==> src/rtl/sd_spi_card_responder.sv <==
// rtl/sd_spi_card_responder.sv - SPI-mode SD card responder (optional CRC7 check: SD_CRC7_CHECK_EN)
module sd_spi_card_responder #(
  parameter int BLK_W      = 4,
  parameter int INIT_POLLS = 3,
  parameter int NAC_BYTES  = 2,
  parameter int BUSY_BYTES = 4
) (
  input  logic             clk,
  input  logic             rst_n,
  input  logic             spi_cs_n,
  input  logic             spi_clk,
  input  logic             spi_mosi,
  output logic             spi_miso,
  output logic [BLK_W+8:0] mem_addr,
  input  logic [7:0]       mem_rdata,
  output logic [7:0]       mem_wdata,
  output logic             mem_we,
  output logic             card_ready,
  output logic [5:0]       cmd_index
);

  localparam logic [7:0] INIT_POLLS_C = 8'(INIT_POLLS);
  localparam logic [7:0] NAC_LAST     = 8'(NAC_BYTES - 1);
  localparam logic [7:0] BUSY_LAST    = 8'(BUSY_BYTES - 1);

  typedef enum logic [3:0] {
    HUNT, CMD_RX, NCR, RESP, RD_GAP, RD_TOKEN, RD_DATA, RD_CRC,
    WR_TOKEN, WR_DATA, WR_CRC, WR_RESP, WR_BUSY
  } state_t;

  // synchronizer and edge-detect registers
  logic cs_meta_q, cs_sync_q;
  logic sck_meta_q, sck_sync_q, sck_prev_q;
  logic mosi_meta_q, mosi_sync_q;

  // bit-level shifter registers
  logic [2:0] bit_cnt_q;
  logic [6:0] rx_sr_q;
  logic [6:0] tx_sr_q;
  logic       miso_q;

  // protocol FSM registers
  state_t           state_q;
  logic [7:0]       cnt_q;
  logic [8:0]       idx_q;
  logic [BLK_W-1:0] blk_q;
  logic [5:0]       cmd_q;
  logic [31:0]      arg_q;
  logic [39:0]      resp_q;
  logic [2:0]       resp_len_q;
  logic             rd_go_q, wr_go_q;
  logic             app_q;
  logic [7:0]       polls_q;
  logic             ready_q;
  logic [5:0]       cmd_index_q;
  logic [7:0]       tx_next_q;
  logic             tx_sel_mem_q;
  logic [BLK_W+8:0] mem_addr_q;
  logic [7:0]       mem_wdata_q;
  logic             mem_we_q;
`ifdef SD_CRC7_CHECK_EN
  logic [6:0]       crc_q;

  function automatic logic [6:0] crc7_upd(input logic [6:0] c, input logic [7:0] b);
    logic [6:0] r;
    logic       fb;
    r = c;
    for (int i = 7; i >= 0; i--) begin
      fb = r[6] ^ b[i];
      r  = {r[5:0], 1'b0};
      if (fb) r = r ^ 7'h09;
    end
    return r;
  endfunction
`endif

  logic       sck_rise, sck_fall, rx_done;
  logic [7:0] rx_byte, tx_load, idle8;
  logic [8:0] idx_inc;

  assign sck_rise = sck_sync_q & ~sck_prev_q & ~cs_sync_q;
  assign sck_fall = ~sck_sync_q & sck_prev_q & ~cs_sync_q;
  assign rx_done  = sck_rise & (bit_cnt_q == 3'd7);
  assign rx_byte  = {rx_sr_q, mosi_sync_q};
  assign tx_load  = tx_sel_mem_q ? mem_rdata : tx_next_q;
  assign idle8    = {7'd0, ~ready_q};
  assign idx_inc  = idx_q + 9'd1;

  // two-flop synchronizers for the SPI pins plus previous-clock sample for edge detect
  always_ff @(posedge clk or negedge rst_n) begin
    if (!rst_n) begin
      cs_meta_q   <= 1'b1;
      cs_sync_q   <= 1'b1;
      sck_meta_q  <= 1'b0;
      sck_sync_q  <= 1'b0;
      sck_prev_q  <= 1'b0;
      mosi_meta_q <= 1'b1;
      mosi_sync_q <= 1'b1;
    end else begin
      cs_meta_q   <= spi_cs_n;
      cs_sync_q   <= cs_meta_q;
      sck_meta_q  <= spi_clk;
      sck_sync_q  <= sck_meta_q;
      sck_prev_q  <= sck_sync_q;
      mosi_meta_q <= spi_mosi;
      mosi_sync_q <= mosi_meta_q;
    end
  end

  // mode-0 shifter: sample MOSI on rising edge, drive MISO on falling edge, new byte at bit 0
  always_ff @(posedge clk or negedge rst_n) begin
    if (!rst_n) begin
      bit_cnt_q <= 3'd0;
      rx_sr_q   <= 7'd0;
      tx_sr_q   <= 7'h7F;
      miso_q    <= 1'b1;
    end else if (cs_sync_q) begin
      bit_cnt_q <= 3'd0;
      tx_sr_q   <= 7'h7F;
      miso_q    <= 1'b1;
    end else begin
      if (sck_rise) begin
        rx_sr_q   <= rx_byte[6:0];
        bit_cnt_q <= bit_cnt_q + 3'd1;
      end
      if (sck_fall) begin
        if (bit_cnt_q == 3'd0) begin
          miso_q  <= tx_load[7];
          tx_sr_q <= tx_load[6:0];
        end else begin
          miso_q  <= tx_sr_q[6];
          tx_sr_q <= {tx_sr_q[5:0], 1'b1};
        end
      end
    end
  end

  // command decode: response bytes and card-state updates for the frame just received
  logic [39:0] dec_resp;
  logic [2:0]  dec_len;
  logic        dec_rd, dec_wr, dec_ready, dec_app, arg_oob;
  logic [7:0]  dec_polls;

  always_comb begin
    dec_resp  = {idle8, 32'd0};
    dec_len   = 3'd1;
    dec_rd    = 1'b0;
    dec_wr    = 1'b0;
    dec_ready = ready_q;
    dec_polls = polls_q;
    dec_app   = (cmd_q == 6'd55);
    arg_oob   = (arg_q >> BLK_W) != 32'd0;
    case (cmd_q)
      6'd0: begin
        dec_resp[39:32] = 8'h01;
        dec_ready       = 1'b0;
        dec_polls       = 8'd0;
      end
      6'd8: begin
        dec_resp = {8'h01, 8'h00, 8'h00, 4'h0, arg_q[11:8], arg_q[7:0]};
        dec_len  = 3'd5;
      end
      6'd55: ;
      6'd41: begin
        if (!app_q) begin
          dec_resp[39:32] = 8'h04 | idle8;
        end else if (polls_q < INIT_POLLS_C) begin
          dec_polls       = polls_q + 8'd1;
          dec_resp[39:32] = 8'h01;
        end else begin
          dec_resp[39:32] = 8'h00;
          dec_ready       = 1'b1;
        end
      end
      6'd58: begin
        dec_resp = {idle8, 32'hC0FF_8000};
        dec_len  = 3'd5;
      end
      6'd17, 6'd24: begin
        if (!ready_q) begin
          dec_resp[39:32] = 8'h05;
        end else if (arg_oob) begin
          dec_resp[39:32] = 8'h40;
        end else begin
          dec_resp[39:32] = 8'h00;
          dec_rd          = (cmd_q == 6'd17);
          dec_wr          = (cmd_q == 6'd24);
        end
      end
      default: dec_resp[39:32] = 8'h04 | idle8;
    endcase
  end

  // byte-level protocol FSM: each received byte decides the contents of the next MISO slot
  always_ff @(posedge clk or negedge rst_n) begin
    if (!rst_n) begin
      state_q      <= HUNT;
      cnt_q        <= 8'd0;
      idx_q        <= 9'd0;
      blk_q        <= '0;
      cmd_q        <= 6'd0;
      arg_q        <= 32'd0;
      resp_q       <= 40'd0;
      resp_len_q   <= 3'd0;
      rd_go_q      <= 1'b0;
      wr_go_q      <= 1'b0;
      app_q        <= 1'b0;
      polls_q      <= 8'd0;
      ready_q      <= 1'b0;
      cmd_index_q  <= 6'd0;
      tx_next_q    <= 8'hFF;
      tx_sel_mem_q <= 1'b0;
      mem_addr_q   <= '0;
      mem_wdata_q  <= 8'd0;
      mem_we_q     <= 1'b0;
`ifdef SD_CRC7_CHECK_EN
      crc_q        <= 7'd0;
`endif
    end else begin
      mem_we_q <= 1'b0;
      if (cs_sync_q) begin
        state_q      <= HUNT;
        tx_next_q    <= 8'hFF;
        tx_sel_mem_q <= 1'b0;
      end else if (rx_done) begin
        tx_next_q <= 8'hFF;
        case (state_q)
          HUNT: begin
            if (rx_byte[7:6] == 2'b01) begin
              cmd_q   <= rx_byte[5:0];
              cnt_q   <= 8'd0;
              state_q <= CMD_RX;
`ifdef SD_CRC7_CHECK_EN
              crc_q   <= crc7_upd(7'd0, rx_byte);
`endif
            end
          end
          CMD_RX: begin
            if (cnt_q == 8'd4) begin
              state_q <= NCR;
`ifdef SD_CRC7_CHECK_EN
              if (crc_q != rx_byte[7:1]) begin
                resp_q     <= {8'h08 | idle8, 32'd0};
                resp_len_q <= 3'd1;
                rd_go_q    <= 1'b0;
                wr_go_q    <= 1'b0;
              end else
`endif
              begin
                resp_q      <= dec_resp;
                resp_len_q  <= dec_len;
                rd_go_q     <= dec_rd;
                wr_go_q     <= dec_wr;
                ready_q     <= dec_ready;
                polls_q     <= dec_polls;
                app_q       <= dec_app;
                cmd_index_q <= cmd_q;
                blk_q       <= arg_q[BLK_W-1:0];
              end
            end else begin
              arg_q <= {arg_q[23:0], rx_byte};
              cnt_q <= cnt_q + 8'd1;
`ifdef SD_CRC7_CHECK_EN
              crc_q <= crc7_upd(crc_q, rx_byte);
`endif
            end
          end
          NCR: begin
            tx_next_q <= resp_q[39:32];
            resp_q    <= {resp_q[31:0], 8'd0};
            cnt_q     <= 8'd1;
            state_q   <= RESP;
          end
          RESP: begin
            if (cnt_q < 8'(resp_len_q)) begin
              tx_next_q <= resp_q[39:32];
              resp_q    <= {resp_q[31:0], 8'd0};
              cnt_q     <= cnt_q + 8'd1;
            end else if (rd_go_q) begin
              cnt_q <= 8'd0;
              if (NAC_BYTES == 0) begin
                tx_next_q <= 8'hFE;
                state_q   <= RD_TOKEN;
              end else begin
                state_q <= RD_GAP;
              end
            end else if (wr_go_q) begin
              state_q <= WR_TOKEN;
            end else begin
              state_q <= HUNT;
            end
          end
          RD_GAP: begin
            if (cnt_q == NAC_LAST) begin
              tx_next_q <= 8'hFE;
              state_q   <= RD_TOKEN;
            end else begin
              cnt_q <= cnt_q + 8'd1;
            end
          end
          RD_TOKEN: begin
            tx_sel_mem_q <= 1'b1;
            mem_addr_q   <= {blk_q, 9'd0};
            idx_q        <= 9'd0;
            state_q      <= RD_DATA;
          end
          RD_DATA: begin
            if (idx_q == 9'd511) begin
              tx_sel_mem_q <= 1'b0;
              cnt_q        <= 8'd0;
              state_q      <= RD_CRC;
            end else begin
              idx_q      <= idx_inc;
              mem_addr_q <= {blk_q, idx_inc};
            end
          end
          RD_CRC: begin
            if (cnt_q == 8'd1) state_q <= HUNT;
            else               cnt_q   <= 8'd1;
          end
          WR_TOKEN: begin
            if (rx_byte == 8'hFE) begin
              idx_q   <= 9'd0;
              state_q <= WR_DATA;
            end
          end
          WR_DATA: begin
            mem_we_q    <= 1'b1;
            mem_addr_q  <= {blk_q, idx_q};
            mem_wdata_q <= rx_byte;
            if (idx_q == 9'd511) begin
              cnt_q   <= 8'd0;
              state_q <= WR_CRC;
            end else begin
              idx_q <= idx_inc;
            end
          end
          WR_CRC: begin
            if (cnt_q == 8'd1) begin
              tx_next_q <= 8'h05;
              state_q   <= WR_RESP;
            end else begin
              cnt_q <= 8'd1;
            end
          end
          WR_RESP: begin
            if (BUSY_BYTES == 0) begin
              state_q <= HUNT;
            end else begin
              tx_next_q <= 8'h00;
              cnt_q     <= 8'd0;
              state_q   <= WR_BUSY;
            end
          end
          WR_BUSY: begin
            if (cnt_q == BUSY_LAST) begin
              state_q <= HUNT;
            end else begin
              tx_next_q <= 8'h00;
              cnt_q     <= cnt_q + 8'd1;
            end
          end
          default: state_q <= HUNT;
        endcase
      end
    end
  end

  assign spi_miso   = miso_q;
  assign mem_addr   = mem_addr_q;
  assign mem_wdata  = mem_wdata_q;
  assign mem_we     = mem_we_q;
  assign card_ready = ready_q;
  assign cmd_index  = cmd_index_q;

endmodule

==> config.mk <==
export PLATFORM = sky130hd
export DESIGN_NAME = sd_spi_card_responder
export DESIGN_NICKNAME = d
export VERILOG_FILES = /design/src/rtl/sd_spi_card_responder.sv
export SDC_FILE = /design/constraint.sdc
export NUM_CORES = 1
export LEC_CHECK = 0
export CORE_MARGIN = 10
export CORE_UTILIZATION = 54
export DETAILED_ROUTE_END_ITERATION = 6
export PLACE_DENSITY = 0.73
export SETUP_SLACK_MARGIN = 0.15
export SLEW_MARGIN = 40
export SYNTH_ARGS = -nofsm -noshare
export SYNTH_HDL_FRONTEND = slang
export SYNTH_SLANG_ARGS = --single-unit
==> constraint.sdc <==
create_clock -name clk -period 3.7 [get_ports clk]
set_input_delay 0.555 -clock clk [delete_from_list [all_inputs] [get_ports clk]]
set_output_delay 0.555 -clock clk [all_outputs]
set_load 0.02 [all_outputs]
## Word level (Yosys, flattened, before mapping)

Cells that the tools add are included.

- Register bits after elaboration: 180
- Output and inout bits: 30
- Logic and storage cells: 202
- Bits of input ports: 13

- Mux-type cells: 74
- Equal/unequal tests: 50
- Magnitude comparators: 2
- Reduce and logical (&&, ||, !) cells: 32
- Bitwise gates (word level): 10
- $add $sub $neg: 4

Operator list:

| kind | count |
|---|---|
| 8-bit 2-to-1 mux | 17 |
| 40-bit one-hot mux with 3 select lines | 1 |
| 40-bit 2-to-1 mux | 2 |
| 8-bit one-hot mux with 9 select lines | 1 |
| 32-bit one-hot mux with 2 select lines | 1 |
| 4-bit 2-to-1 mux | 14 |
| 4-bit one-hot mux with 13 select lines | 1 |
| 8-bit one-hot mux with 6 select lines | 1 |
| 13-bit one-hot mux with 3 select lines | 1 |
| 7-bit 2-to-1 mux | 5 |
| 3-bit inequality test, second input constant | 11 |
| 8-bit one-hot mux with 4 select lines | 1 |
| 32-bit nonzero test | 1 |
| 9-bit one-hot mux with 3 select lines | 1 |
| 2-bit inequality test, second input constant | 13 |
| 4-bit equality test, second input constant | 5 |
| 1-bit 2-to-1 mux | 19 |
| 6-bit equality test, second input constant | 3 |
| 9-bit 2-to-1 mux | 2 |
| 8-bit by 1-bit adder with 8-bit output, second input constant | 2 |
| 4-bit by 3-bit equality test with 1-bit output, second input constant | 4 |
| 8-bit one-hot mux with 2 select lines | 1 |
| 4-bit AND reduction | 4 |
| 7-bit AND reduction | 2 |
| other kinds (33) | 59 |

## Logic depth before layout (Yosys ltp)

Gate-level depths: netlist of the first run.

- Depth after elaboration: 6
- Mapped depth: 12
- Depth with buffers taken out: 11

## Worst setup path after synthesis of the first run

Ideal clock, no wire load.

- Path type: register to register
- Start: register cnt_q[4]
- End: register cnt_q[3]
- Period minus slack after synthesis: 3.017 ns
- Arrival: 2.921 ns
- Stages on the path, launching flop included: 10
- Path buffers: 3
- Data required time: 3.605 ns
- Setup time: 0.095 ns
- Path slack: 0.683 ns
- Cell sequence: dfrtp_1 or4_1 buf_2 a2111oi_4 nor4_1 or4b_1 clkbuf_2 or3_1 buf_2 o31ai_1

- Cells in the longest elaborated chain, start to end: 3
- Elaborated cells on any way between the ends: 12
- Those cells by class: order compare: 1; eq/ne: 8; mux: 2; reduce/logical: 1

Ends and longest elaborated chain:

| element | line | source |
|---|---|---|
| start: declaration | 44 | `logic [7:0] cnt_q;` |
| start signal: assignment | 262 | `cnt_q <= cnt_q + 8'd1;` |
| start signal: assignment | 278 | `cnt_q <= cnt_q + 8'd1;` |
| start signal: assignment | 298 | `cnt_q <= cnt_q + 8'd1;` |
| 8-bit by 3-bit less-than comparator with 1-bit output, or another cell as far along | 275 | `if (cnt_q < 8'(resp_len_q)) begin` |
| 3-bit inequality test (no line), or another cell as far along | - |  |
| 10-bit AND reduction (no line) or 8-bit one-hot mux with 9 select lines (tied branches) | - |  |

Parallel ways exist; a longest one is shown, timed or not.
A chain may end at the register's enable or synchronous reset.

## Worst setup path in the final report of the first run

- Start: register cnt_q[4]
- End: register cnt_q[4]

- Cells in the longest elaborated chain, start to end: 3
- Elaborated cells on any way between the ends: 16
- Those cells by class: add/sub: 1; order compare: 1; eq/ne: 8; mux: 5; reduce/logical: 1

Ends and longest elaborated chain:

| element | line | source |
|---|---|---|
| 8-bit by 1-bit adder with 8-bit output, or another cell as far along | - |  |
| 8-bit 2-to-1 mux, or another cell as far along | 356 | `if (cnt_q == BUSY_LAST) begin` |
| 8-bit one-hot mux with 9 select lines or 10-bit AND reduction (tied branches) | - |  |

Parallel ways exist; a longest one is shown, timed or not. The select of a mux whose other input is x is not followed.

==> results of run 1 <==
-- final cells by class --
cell class | count | area share
repair buffers | 55 | 0.0568
well taps | 188 | 0.0246
clock inverters | 15 | 0.0217
clock buffers | 17 | 0.0444
inverters | 12 | 0.00470
flip-flops and latches | 179 | 0.470
multi-input cells | 566 | 0.378
-- registers in the layout, summed over array words and instances, names as in the netlist, 3 cells and up --
signal and flops:
resp_q 40, arg_q 32, mem_addr 13, idx_q 9, cnt_q 8, mem_wdata 8, polls_q 8, tx_next_q 8
rx_sr_q 7, tx_sr_q 7, cmd_index 6, cmd_q 6, blk_q 4, state_q 4, bit_cnt_q 3
-- report_power, final --
group | internal (W) | total (W) | switching [W]
Sequential | 0.00200 | 0.00206 | 0.0000597
Clock | 0.00104 | 0.00190 | 0.000858
Combinational | 0.0000702 | 0.000161 | 0.0000905
-- metal layers --
layer / up-vias / GRT usage / part of all wire / routed length [um]
met2: 189 / 0.296 / 0.48 / 9010
met5: - / 0 / 0 / 0
li1: 2951 / - / - / -
met1: 3062 / 0.253 / 0.44 / 8270
met4: 0 / 0.0585 / 0.016 / 306
met3: 35 / 0.0410 / 0.057 / 1060
-- how the worst max path moves through the flow --
stage,start,to,slack [ns]
floorplan,cnt_q[4],cnt_q[3],0.68
global placement,cnt_q[4],cnt_q[7],0.51
detailed placement,cnt_q[4],cnt_q[4],0.35
CTS,cnt_q[4],cnt_q[4],0.33
global route,cnt_q[4],cnt_q[4],0.17
finish,cnt_q[4],cnt_q[4],0.23
-- per-stage QoR --
stage	hold WS, ns	setup WS (ns)	std cells	utilization	total power, W
after floorplan	0.259	0.683	804	-	0.00216
after global placement	0.347	0.506	1000	0.590	0.00225
after detailed placement	0.336	0.346	1000	0.590	0.00226
after CTS	0.171	0.329	1032	0.632	0.00416
after global routing	0.207	0.172	1032	0.633	0.00426
final	0.137	0.228	1032	0.633	0.00413
-- cells by family after synthesis --
logic type	Yosys count	share of synthesized area
adders and majority gates	10	0.0150
xor gates and xnor gates	2	0.00210
muxes	79	0.105
DFF	179	0.540
and+or+nand+nor	278	0.165
buffers and inverters	59	0.0270
AOI/OAI and AO/OA	197	0.146
-- placed cells by master, fill, tap and decap left out, types with 15 or more instances in the layout --
cell type	synthesis	routed
clkbuf_16	0	17
and3_1	25	25
nand2b_1	15	15
a21oi_1	42	42
nor2_1	55	53
dfrtp_1	159	159
nand3_1	18	18
mux2_2	68	68
dfstp_2	20	20
nand2_1	96	96
o21ai_0	85	85
clkdlybuf4s50_1	0	41
==> results by group, run 1 <==
Global route
  – Global route overflow: 0
  – Gr usage total: 0.187
  – First-pass GRT wire length: 31200 um
  – Vias in the first global route: 6029
  – Largest net degree at the start of global routing: 81
  – Initial antenna violation count: 0

Clock network
  – Root Buffer: clkbuf_16
  – CTS buffer count: 17
  – Clock-pin slew on the worst setup and hold paths: 0.07 ns
  – Num Clock Sinks: 179
  – Clk_lat worst skew: 0.44 ns
  – Hold Buf Count CTS: 0
  – H-tree depth: 4
  – CTS tree: built
  – Post-CTS Setup Bufs: 0
  – Bufs on Longest Clock Path: 2
  – Cts repair resizes: 0

Synth
  – Most frequent cell after synthesis: dfrtp_1
  – Synth top area cells: dfrtp_1, mux2_2, dfstp_2, o21ai_0, nand2_1
  – Share of the synthesized area in the top cell type: 0.477
  – Post-synth ARST share: 1.00
  – Syn_nets: 827
  – Ys Warns: 0
  – Synthesized instance count: 804
  – Ys flop type: dfrtp_1
  – Register area share after synthesis: 0.540
  – Cell taking the most area after synthesis: dfrtp_1
  – Synth top cells by count: dfrtp_1, nand2_1, o21ai_0
  – Avg Synthesized Cell Area: 10.4 um^2
  – Post-synthesis register bit count: 179
  – EDFF count, synth: 0
  – Mapped Area: 0.00834 mm^2
  – Number of library cell types mapped by synthesis: 60

Critical path
  – Crit-path cells: or4_1 -> a2111oi_4 -> nor4_1 -> or4b_1 -> or3_1 -> o31ai_1
  – Reg2Reg Capture Point: cnt_q[4]
  – Levels on crit path: 6
  – Crit path max fanout: 8
  – Reg2reg start: cnt_q[4]
  – WS Path Type: flop to flop
  – Reg2Reg Depth: 6
  – CP max-delay cell: or4_1
  – Top delay family on crit path: simple AND/OR/NAND/NOR gates
  – Worst EP required: 4.02 ns
  – CP Buf/Inv Count: 0
  – Critical path launch point type: flop
  – CP peak stage delay: 0.70 ns
  – Arrival @ worst endpoint: 3.79 ns
  – FF-to-FF setup slack: 0.23 ns
  – Critical path endpoint category: flop

Timing
  – Relative slew margins: 0.424
  – Final hold viol count: 0
  – Clock skew: 0.00911 ns
  – Final setup fails: 0
  – Fin crit period: 3.47 ns
  – Unrepaired setup endpoints after global routing: no
  – Max frequency: 0.288 GHz
  – Period utilization: 0.938
  – TNS Setup: 0 ns
  – Max Slew Vio Count: 0
  – Worst Max-Slew Pin Slew: 0.853 ns

Cells and area
  – Reg area: 0.00450 mm^2
  – Diode count: 0
  – Final nets: 854
  – Design area: 0.00958 mm^2
  – Fill cells: 1192
  – Area Growth Syn to Fin: 14.9%
  – Share of cells above drive strength 1: 0.166
  – Multi-input logic area: 0.00362 mm^2

Drt
  – Post-DRT Antenna Nets: 0
  – Routed WL: 18600 um
  – Via count: 6237
  – Starting DRT DRC Count: 584
  – Avg WL per Cell: 18.1 um
  – Drt first pass iters: 5
  – DRC Markers: 0
  – Vias/cell: 6.04

Placement
  – DP HPWL: 12800 um
  – RePlAce Congestion: 0.939
  – Buffers added on ports: 42
  – DP Area: 0.00894 mm^2

Floorplan
  – Num ports: 43
  – Die ar.: 0.0208 mm^2
  – Die H: 144 um
  – Core box area: 0.0151 mm^2
  – Rows: 45
  – Die Width: 144 um
  – Initial Utilization: 0.550

Status
  – Outcome: completed

Power and ir drop
  – PD cells: 431 mW/mm^2
  – Peak VDD IR: 0.403 mV
  – Leakage power: 4.27 nW

Worst hold path
  – Path type of the worst min-delay path: input pin to async pin

Run
  – Maxcap violations: 0
Note: power is estimated with default switching activity, not from simulation.
==> run 2, diff against run 1 <==
--- a/config.mk
+++ b/config.mk
@@ -8,6 +8,7 @@
 export CORE_MARGIN = 10
 export CORE_UTILIZATION = 54
 export DETAILED_ROUTE_END_ITERATION = 6
+export GPL_TIMING_DRIVEN = 0
 export PLACE_DENSITY = 0.73
 export SETUP_SLACK_MARGIN = 0.15
 export SLEW_MARGIN = 40
==> constraint.sdc (replaced) <==
create_clock -name clk -period 4 [get_ports clk]
set_input_delay 0.6 -clock clk [delete_from_list [all_inputs] [get_ports clk]]
set_output_delay 0.6 -clock clk [all_outputs]
set_load 0.02 [all_outputs]
==> results by group, run 2 (synthesized netlist as in run 1, its figures left out) <==
Timing
  – Clock skew: 0.0107 ns (was 0.00911 ns)
  – Max Slew Vio Count: 0 (unchanged)
  – Period utilization: 0.902 (was 0.938)
  – Worst Max-Slew Pin Slew: 0.779 ns (was 0.853 ns)
  – Max frequency: 0.277 GHz (was 0.288 GHz)
  – Final setup fails: 0 (unchanged)
  – TNS Setup: 0 ns (unchanged)
  – Final hold viol count: 0 (unchanged)
  – Fin crit period: 3.61 ns (was 3.47 ns)
  – Unrepaired setup endpoints after global routing: no (unchanged)
  – Relative slew margins: 0.477 (was 0.424)

Clock network
  – Cts repair resizes: 0 (unchanged)
  – Bufs on Longest Clock Path: 2 (unchanged)
  – Hold Buf Count CTS: 0 (unchanged)
  – CTS tree: built (unchanged)
  – CTS buffer count: 17 (unchanged)
  – H-tree depth: 4 (unchanged)
  – Post-CTS Setup Bufs: 0 (unchanged)
  – Clock-pin slew on the worst setup and hold paths: 0.07 ns (about the same)
  – Root Buffer: clkbuf_16 (unchanged)
  – Clk_lat worst skew: 0.43 ns (was 0.44 ns)
  – Num Clock Sinks: 179 (unchanged)

Floorplan
  – Die Width: 144 um (unchanged)
  – Core box area: 0.0151 mm^2 (unchanged)
  – Rows: 45 (unchanged)
  – Num ports: 43 (unchanged)
  – Die ar.: 0.0208 mm^2 (unchanged)
  – Initial Utilization: 0.550 (unchanged)
  – Die H: 144 um (unchanged)

Power and ir drop
  – Pint: 0.00282 W (was 0.00312 W)
  – Pwr Total: 0.00370 W (was 0.00413 W)
  – Net Switching: 0.000877 W (was 0.00101 W)
  – PD cells: 382 mW/mm^2 (was 431 mW/mm^2)
  – Combinational power share: 0.043 (was 0.039)
  – Peak VDD IR: 0.335 mV (was 0.403 mV)
  – Clock Power Share: 0.443 (was 0.461)
  – Flop pwr share: 0.515 (was 0.500)
  – Leakage power: 4.26 nW (was 4.27 nW)
  – Sw frac: 0.237 (was 0.244)

Critical path
  – Critical path launch point type: flop (unchanged)
  – Reg2Reg Capture Point: arg_q[2] (was cnt_q[4])
  – WS Path Type: flop to flop (unchanged)
  – FF-to-FF setup slack: 0.39 ns (was 0.23 ns)
  – Reg2reg start: state_q[0] (was cnt_q[4])
  – Crit path max fanout: 10 (was 8)
  – Worst EP required: 4.32 ns (was 4.02 ns)
  – Reg2Reg Depth: 7 (was 6)
  – Critical path endpoint category: flop (unchanged)
  – Arrival @ worst endpoint: 3.92 ns (was 3.79 ns)

Cells and area
  – Commonest non-fill, non-tap cell in the layout: dfrtp_1 (unchanged)
  – Most frequent cells in the layout: dfrtp_1, nand2_1, o21ai_0 (unchanged)
  – Area Growth Syn to Fin: 16.1% (was 14.9%)
  – Final nets: 890 (was 854)
  – Share of cells above drive strength 1: 0.149 (was 0.166)
  – Max FFs per register: 40 (unchanged)
  – Non-filler instance count after layout: 1068 (was 1032)
  – Reg area: 0.00450 mm^2 (unchanged)
  – Most flop-heavy register: resp_q (unchanged)
  – Multi-input logic area: 0.00365 mm^2 (was 0.00362 mm^2)
  – Design area: 0.00968 mm^2 (was 0.00958 mm^2)
  – Fill cells: 1206 (was 1192)
  – Diode count: 0 (unchanged)

Drt
  – Drt first pass iters: 5 (unchanged)
  – Starting DRT DRC Count: 481 (was 584)
  – DRC Markers: 0 (unchanged)
  – Routed WL: 19300 um (was 18600 um)
  – Avg WL per Cell: 18.1 um (about the same)
  – Via count: 6450 (was 6237)
  – Post-DRT Antenna Nets: 0 (unchanged)
  – Vias/cell: 6.04 (about the same)

Placement
  – DP Area: 0.00908 mm^2 (was 0.00894 mm^2)
  – Dpl cells: 1036 (was 1000)
  – Buffers added on ports: 42 (unchanged)
  – RePlAce Congestion: 0.955 (was 0.939)
  – DP HPWL: 13900 um (was 12800 um)

Global route
  – Met2 Track Usage GR: 0.316 (was 0.296)
  – GRT met3 Usage: 0.0462 (was 0.0410)
  – First-pass GRT wire length: 32600 um (was 31200 um)
  – Global route overflow: 0 (unchanged)
  – Gr busiest metal: met2 (unchanged)
  – Initial antenna violation count: 0 (unchanged)
  – M1 GR Usage: 0.256 (was 0.253)
  – Largest net degree at the start of global routing: 65 (was 81)
  – Vias in the first global route: 6340 (was 6029)
  – Gr usage total: 0.195 (was 0.187)

Worst hold path
  – Path type of the worst min-delay path: input pin to async pin (unchanged)

Run
  – Maxcap violations: 0 (unchanged)

Status
  – Outcome: completed (unchanged)
## run 2: changes by cell type in the layout (fill, tap and decap cells not counted), moves of 3 or more
| cell | previous run | this run |
|---|---|---|
| clkbuf_1 | 0 | 43 |
| buf_4 | 11 | 0 |
| buf_1 | 0 | 3 |
| inv_8 | 5 | 2 |
## run 2: per-layer routing
metal,part of all wire,wire [um]
met1,0.45,8680
met2,0.49,9400
met3,0.051,994
met4,0.013,256
met5,0,0
## run 2: power groups by stage
stage                     Sequential [W]  Combinational [W]  Clock [W]
after CTS                        0.00190           0.000159    0.00167
after global placement           0.00194           0.000148          0
after floorplan                  0.00192          0.0000800          0
after detailed placement         0.00194           0.000158          0
after global routing             0.00191           0.000177    0.00175
final                            0.00190           0.000157    0.00164
## run 2: cell type report
type	count	share of cell area
Buffer	47	0.0186
Clock buffer	20	0.0462
Clock inverter	12	0.0142
Inverter	12	0.00465
Multi-Input combinational cell	566	0.377
Sequential cell	179	0.465
Tap cell	188	0.0243
Timing Repair Buffer	44	0.0496
## run 2: stage by stage
stage	hold slack, ns	utilization	worst slack (ns)
detailed placement	0.345	0.600	0.539
global route	0.0914	0.639	0.280
floorplan	0.304	-	0.983
CTS	0.0780	0.638	0.523
finish	0.0628	0.639	0.394
global placement	0.347	0.594	-4.63
## run 2: critical path: stages, from the launching register on
cell	delay (ns)
dfrtp_1	0.39
clkbuf_1	0.35
buf_1	0.43
nor2b_1	0.55
o311ai_0	0.39
nor2_1	0.46
clkbuf_1	0.51
mux2_2	0.41
## run 2: how the worst max path moves through the flow
| stage | from | end |
|---|---|---|
| detailed placement | state_q[0] | arg_q[2] |
| global placement | rst_n | arg_q[28] |
| CTS | state_q[0] | arg_q[6] |
| global route | state_q[0] | arg_q[2] |
| floorplan | cnt_q[4] | cnt_q[3] |
| finish | state_q[0] | arg_q[2] |
